===== src/rtl/cpu_ctrl_sequencer.sv =====
// SAP-style controller-sequencer: one-hot T1..T6 ring, fetch in T1-T3, opcode-decoded execute in T4-T6.
// Control word is combinational from the T-state, one instruction per 6 enabled cycles; run=0 or HLT stalls in place with all strobes low.
module cpu_ctrl_sequencer #(
   parameter logic [3:0] OP_LDA = 4'h0,
   parameter logic [3:0] OP_ADD = 4'h1,
   parameter logic [3:0] OP_SUB = 4'h2,
   parameter logic [3:0] OP_JMP = 4'h3,
   parameter logic [3:0] OP_OUT = 4'hE,
   parameter logic [3:0] OP_HLT = 4'hF
) (
   input  logic       clk,
   input  logic       rst,
   input  logic       run,
   input  logic [3:0] opcode,
   output logic       cp,
   output logic       ep,
   output logic       po,
   output logic       lm,
   output logic       ce,
   output logic       li,
   output logic       ei,
   output logic       la,
   output logic       ea,
   output logic       lb,
   output logic       su,
   output logic       eu,
   output logic       lo,
   output logic       halted,
   output logic [5:0] tstate
);

   typedef enum logic [5:0] {
      T1 = 6'b000001,
      T2 = 6'b000010,
      T3 = 6'b000100,
      T4 = 6'b001000,
      T5 = 6'b010000,
      T6 = 6'b100000
   } tstate_e;

   tstate_e state_q, state_d;
   logic    halted_d;
   logic    active;

   always_ff @(posedge clk) begin
      if (rst) begin
         state_q <= T1;
         halted  <= 1'b0;
      end else begin
         state_q <= state_d;
         halted  <= halted_d;
      end
   end

   assign tstate = state_q;
   // Gating everything on active keeps the state frozen and the word zero together.
   assign active = run && !halted && !rst;

   always_comb begin
      state_d  = state_q;
      halted_d = halted;
      cp = 1'b0; ep = 1'b0; po = 1'b0; lm = 1'b0; ce = 1'b0; li = 1'b0; ei = 1'b0;
      la = 1'b0; ea = 1'b0; lb = 1'b0; su = 1'b0; eu = 1'b0; lo = 1'b0;
      if (active) begin
         case (state_q)
            T1: begin
               ep = 1'b1; lm = 1'b1;
               state_d = T2;
            end
            T2: begin
               cp = 1'b1;
               state_d = T3;
            end
            T3: begin
               ce = 1'b1; li = 1'b1;
               state_d = T4;
            end
            T4: begin
               state_d = T5;
               case (opcode)
                  OP_LDA, OP_ADD, OP_SUB: begin ei = 1'b1; lm = 1'b1; end
                  OP_JMP: begin ei = 1'b1; po = 1'b1; end
                  OP_OUT: begin ea = 1'b1; lo = 1'b1; end
                  OP_HLT: begin
                     state_d  = T4;
                     halted_d = 1'b1;
                  end
                  default: ;
               endcase
            end
            T5: begin
               state_d = T6;
               case (opcode)
                  OP_LDA:         begin ce = 1'b1; la = 1'b1; end
                  OP_ADD, OP_SUB: begin ce = 1'b1; lb = 1'b1; end
                  default: ;
               endcase
            end
            T6: begin
               state_d = T1;
               case (opcode)
                  OP_ADD: begin eu = 1'b1; la = 1'b1; end
                  OP_SUB: begin su = 1'b1; eu = 1'b1; la = 1'b1; end
                  default: ;
               endcase
            end
            default: state_d = T1;
         endcase
      end
   end

endmodule

===== config.mk =====
export PLATFORM = sky130hd
export DESIGN_NAME = cpu_ctrl_sequencer
export DESIGN_NICKNAME = d
export VERILOG_FILES = /design/src/rtl/cpu_ctrl_sequencer.sv
export SDC_FILE = /design/constraint.sdc
export NUM_CORES = 1
export LEC_CHECK = 0
export ABC_AREA = 1
export CAP_MARGIN = 20
export CORE_MARGIN = 5
export CORE_UTILIZATION = 39
export CTS_BUF_LIST = sky130_fd_sc_hd__clkbuf_8 sky130_fd_sc_hd__clkbuf_16
export DETAILED_ROUTE_END_ITERATION = 6
export PLACE_DENSITY = 0.81
export SLEW_MARGIN = 20
export SYNTH_ARGS = -nofsm -noshare
export SYNTH_HDL_FRONTEND = slang
export SYNTH_SLANG_ARGS = --single-unit

===== constraint.sdc =====
create_clock -name clk -period 1.7 [get_ports clk]
set_clock_uncertainty 0.1 [all_clocks]
set_input_delay 0.255 -clock clk [delete_from_list [all_inputs] [get_ports clk]]
set_output_delay 0.255 -clock clk [all_outputs]
set_load 0.05 [all_outputs]

==> summary.md, run 1 <==
Clocking
- **number of buffers added by the clock tree synthesis step** 3
- **CTS resizes** 23
- **CTS root buffer** clkbuf_8
- **H-tree level count** 1
- **Setup Buffers After CTS** 9
- **number of clock sinks seen by CTS** 7
- **number of buffers between clock root and the deepest sink** 2
- **# hold bufs at CTS** 0

Logic synthesis
- **Synth async-reset ratio** 0
- **share of Yosys cell area claimed by the top area cell type** 0.251
- **ys flop type** dfxtp_1
- **Yosys warnings** 0
- **cell area after synthesis** 559 sq um
- **number of standard cells after synthesis** 79
- **post-synthesis sequential element count** 7
- **number of library cell types mapped by synthesis** 24
- **average footprint of a synthesized cell** 7.08 sq um
- **Seq/Total Area, Yosys** 0.251
- **count of flip-flops with a built-in enable after synthesis** 0
- **largest cells by area after synthesis** dfxtp_1, nand3_1, inv_1
- **nets in the synthesized netlist** 86
- **Synth top cells by count** inv_1, nor2_1, nand3_1
- **cell taking the most area after synthesis** dfxtp_1

Floorplan
- **effective utilization at floorplan** 0.419
- **Die Y-Extent** 47.9 um
- **die width** 47.9 um
- **I/O pin cnt** 27
- **number of placement rows** 13

Placed design
- **number of instances in the placed design** 134
- **HPWL after detailed placement** 1500 um
- **count of input and output buffers** 26
- **worst slack, placed** -0.324 ns
- **final weighted congestion in routability-driven placement** 0.843
- **Post-Place Cell Area** 1130 sq um

Run status
- **stage at which the run stopped** clock tree synthesis (4_1_cts)
- **first error** [ERROR DPL-0033] detailed placement checks failed during check placement.
- **outcome** stopped before the end

[through the flow]
stage,TNS [ns],util
after global placement,-2.48,0.851
after floorplan,-0.688,-
after detailed placement,-3.01,0.851
[cell families after synthesis]
logic type,synth area share
flops,0.251
compound gates,0.0962
simple gates,0.546
buf+inv,0.107
==> run 2: changes to the inputs <==
CORE_AREA = 5 5 66 68   (was not set)
CORE_MARGIN = not set   (was 5)
CORE_UTILIZATION = not set   (was 39)
CTS_BUF_LIST = not set   (was sky130_fd_sc_hd__clkbuf_8 sky130_fd_sc_hd__clkbuf_16)
DIE_AREA = 0 0 71 73   (was not set)
PLACE_DENSITY = not set   (was 0.81)
PLACE_DENSITY_LB_ADDON = 0.15   (was not set)
==> run 2 against run 1 <==
Compared with the run above:
- area after synthesis is the same
- the flow now finishes, with violations (setup timing)
- synthesized cell count is the same
==> summary.md, run 2 <==
Timing
- **pins over their slew limit** 0
- **Worst Max-Slew Pin Slew** 0.308 ns
- **final-report hold violation count** 0
- **Tcrit/Tclk final** 1.08
- **unrepaired setup endpoints after global routing** true
- **crit path setup slack, layout** -0.131 ns
- **final critical delay including setup and external delays** 1.83 ns
- **max_slew headroom** 0.794
- **Final Setup Violations** 10
- **achievable clock frequency** 546 MHz

Clocking
- **# hold bufs at CTS** 0
- **clock transition at the register clock pins on the worst setup and hold paths after CTS** 0.04 ns
- **CTS root buffer** clkbuf_8
- **later-pin clock latency in the skew report** 0.23 ns
- **number of clock sinks seen by CTS** 7
- **clock tree from TritonCTS** yes
- **H-tree level count** 1
- **number of buffers between clock root and the deepest sink** 2
- **number of buffers added by the clock tree synthesis step** 3

Logic synthesis
- **Yosys warnings** 0
- **post-synthesis sequential element count** 7
- **largest cells by area after synthesis** dfxtp_1, nand3_1, inv_1
- **Synth top cells by count** inv_1, nor2_1, nand3_1
- **cell area after synthesis** 559 sq um
- **nets in the synthesized netlist** 86
- **mux contribution to synthesized area** 0
- **count of flip-flops with a built-in enable after synthesis** 0
- **combinational family with the most area after synthesis** simple AND/OR/NAND/NOR gates
- **ys flop type** dfxtp_1
- **number of library cell types mapped by synthesis** 24
- **share of Yosys cell area claimed by the top area cell type** 0.251
- **XOR/XNOR share of the synthesized area** 0
- **average footprint of a synthesized cell** 7.08 sq um
- **post-synthesis share of cell area spent on full adders, half adders and majority gates** 0
- **fraction of the mapped netlist area in compound gates** 0.0962
- **Synth async-reset ratio** 0
- **cell taking the most area after synthesis** dfxtp_1
- **Seq/Total Area, Yosys** 0.251
- **number of standard cells after synthesis** 79
- **simple logic cell fraction of the synthesized area** 0.546

Job
- **reported max-cap violation count** 0

Placed design
- **number of instances in the placed design** 172
- **worst slack, placed** -0.286 ns
- **count of input and output buffers** 26
- **final weighted congestion in routability-driven placement** 0.871
- **HPWL after detailed placement** 1690 um

Hold path
- **hold_sp** rst
- **worst hold path type** input pin to register
- **Hold Path Stages** 2

Cells and area
- **nets** 144
- **layout-stage area growth over the synthesis result** 164%
- **sequential standard cell area** 164 sq um
- **Final Instance Count excl. Fillers** 186
- **most frequent cells in the layout** buf_4, buf_12, buf_6
- **most common library cell in the layout ignoring fill and taps** buf_4
- **layout cell share with drive strength beyond 1** 0.713
- **max reg flops** 6
- **filler cell count** 387
- **area used by multi-input combinational logic** 522 sq um
- **final antenna diode count** 0

Drt
- **drt via density** 3.99
- **drc violations** 0
- **count of TritonRoute iterations in the first routing pass** 3
- **First DRT Iteration DRCs** 21
- **DRT Wirelength** 2130 um
- **antenna-violating nets left** 0
- **final routed wire length divided by cell count** 11.4 um
- **DR vias** 743

Worst setup path
- **required time of the critical path** 1.34 ns
- **Reg2Reg Launch Point** tstate[1]
- **startpoint type of the worst setup path** register
- **critical path class** register to output pin
- **critical path arrival** 1.48 ns
- **RR Endpoint** tstate[0]
- **element type at the critical path end** output pin
- **beginning of the critical path** tstate[1]
- **R2R depth** 10
- **worst reg2reg setup slack** 0.19 ns
- **highest fanout seen on the critical path** 4
- **crit path to** la

Global routing
- **via count of the first global-routing pass** 809
- **final global-route overflow total** 0
- **pin count of the biggest net entering global routing** 6
- **GRT Overall Usage** 0.0868
- **first-pass GRT wire length** 3630 um
- **antenna violations before repair** 0

Floorplan
- **area of the core** 3800 sq um
- **Die Y-Extent** 73 um
- **I/O pin cnt** 27
- **die width** 71 um
- **number of placement rows** 23
- **floorplan die area** 5180 sq um
- **effective utilization at floorplan** 0.147

Run status
- **outcome** finished with violations
- **violations in the final reports** setup timing

Power and ir drop
- **Leakage Power** 0.651 nW
- **post-route total power** 0.605 mW
- **maximum ir drop on the vdd rail** 0.000393 V
- **power density of the placed cells** 409 nW/um^2

==> run 2: cell counts after synthesis <==
Identical to the previous run, type by type.
==> run 2: layout make-up <==
cell class,instances,share of cell area
Sequential cell,7,0.111
Clock buffer,4,0.0305
Inverter,14,0.0406
Tap cell,50,0.0423
Multi-Input combinational cell,57,0.353
Timing Repair Buffer,54,0.423
==> run 2: layer usage <==
metal,part of all wire,wire length (um),track usage,up-vias
li1,-,-,-,374
met1,0.43,910,0.101,341
met2,0.50,1060,0.154,24
met3,0.053,112,0.0179,4
met4,0.019,40,0.0355,0
met5,0,0,0,-
==> run 2: through the flow <==
step	hold WS, ns	setup TNS, ns	instance area (sq um)	util
after floorplan	0.217	-0.688	642	-
after global placement	0.392	-2.38	1200	0.316
after detailed placement	0.396	-2.57	1200	0.316
after CTS	0.249	-0.919	1410	0.371
after global routing	0.267	-1.68	1480	0.389
final	0.249	-0.906	1480	0.389
==> run 2: cells by family after synthesis <==
group / Yosys count
AOI/OAI and AO/OA: 8
buffers and inverters: 15
DFF: 7
and+or+nand+nor: 49
==> run 2: worst min-delay path by stage <==
stage	to
final	halted
after global routing	halted
after CTS	halted
after detailed placement	halted
after global placement	halted
after floorplan	halted
==> run 2: power breakdown <==
group / internal, mW / switching (mW)
logic: 0.0900 / 0.109
clock network: 0.162 / 0.0729
registers: 0.164 / 0.00740
total: 0.416 / 0.189
==> run 2: critical path: stages (launching register included) <==
cell     delay, ns
dfxtp_4       0.36
nor2_4        0.16
buf_6         0.12
buf_6         0.09
nand4_4       0.07
buf_6         0.15
o21ai_4       0.16
buf_12        0.15
==> run 2: repair_timing <==
item | 4_1_cts | 5_1_grt
setup endpoints to repair | 13 | 13
buffers inserted | 9 | 1
pin swaps | 13 | 8
resized for setup | 31 | 15
Power figures use the tool's default switching activity.
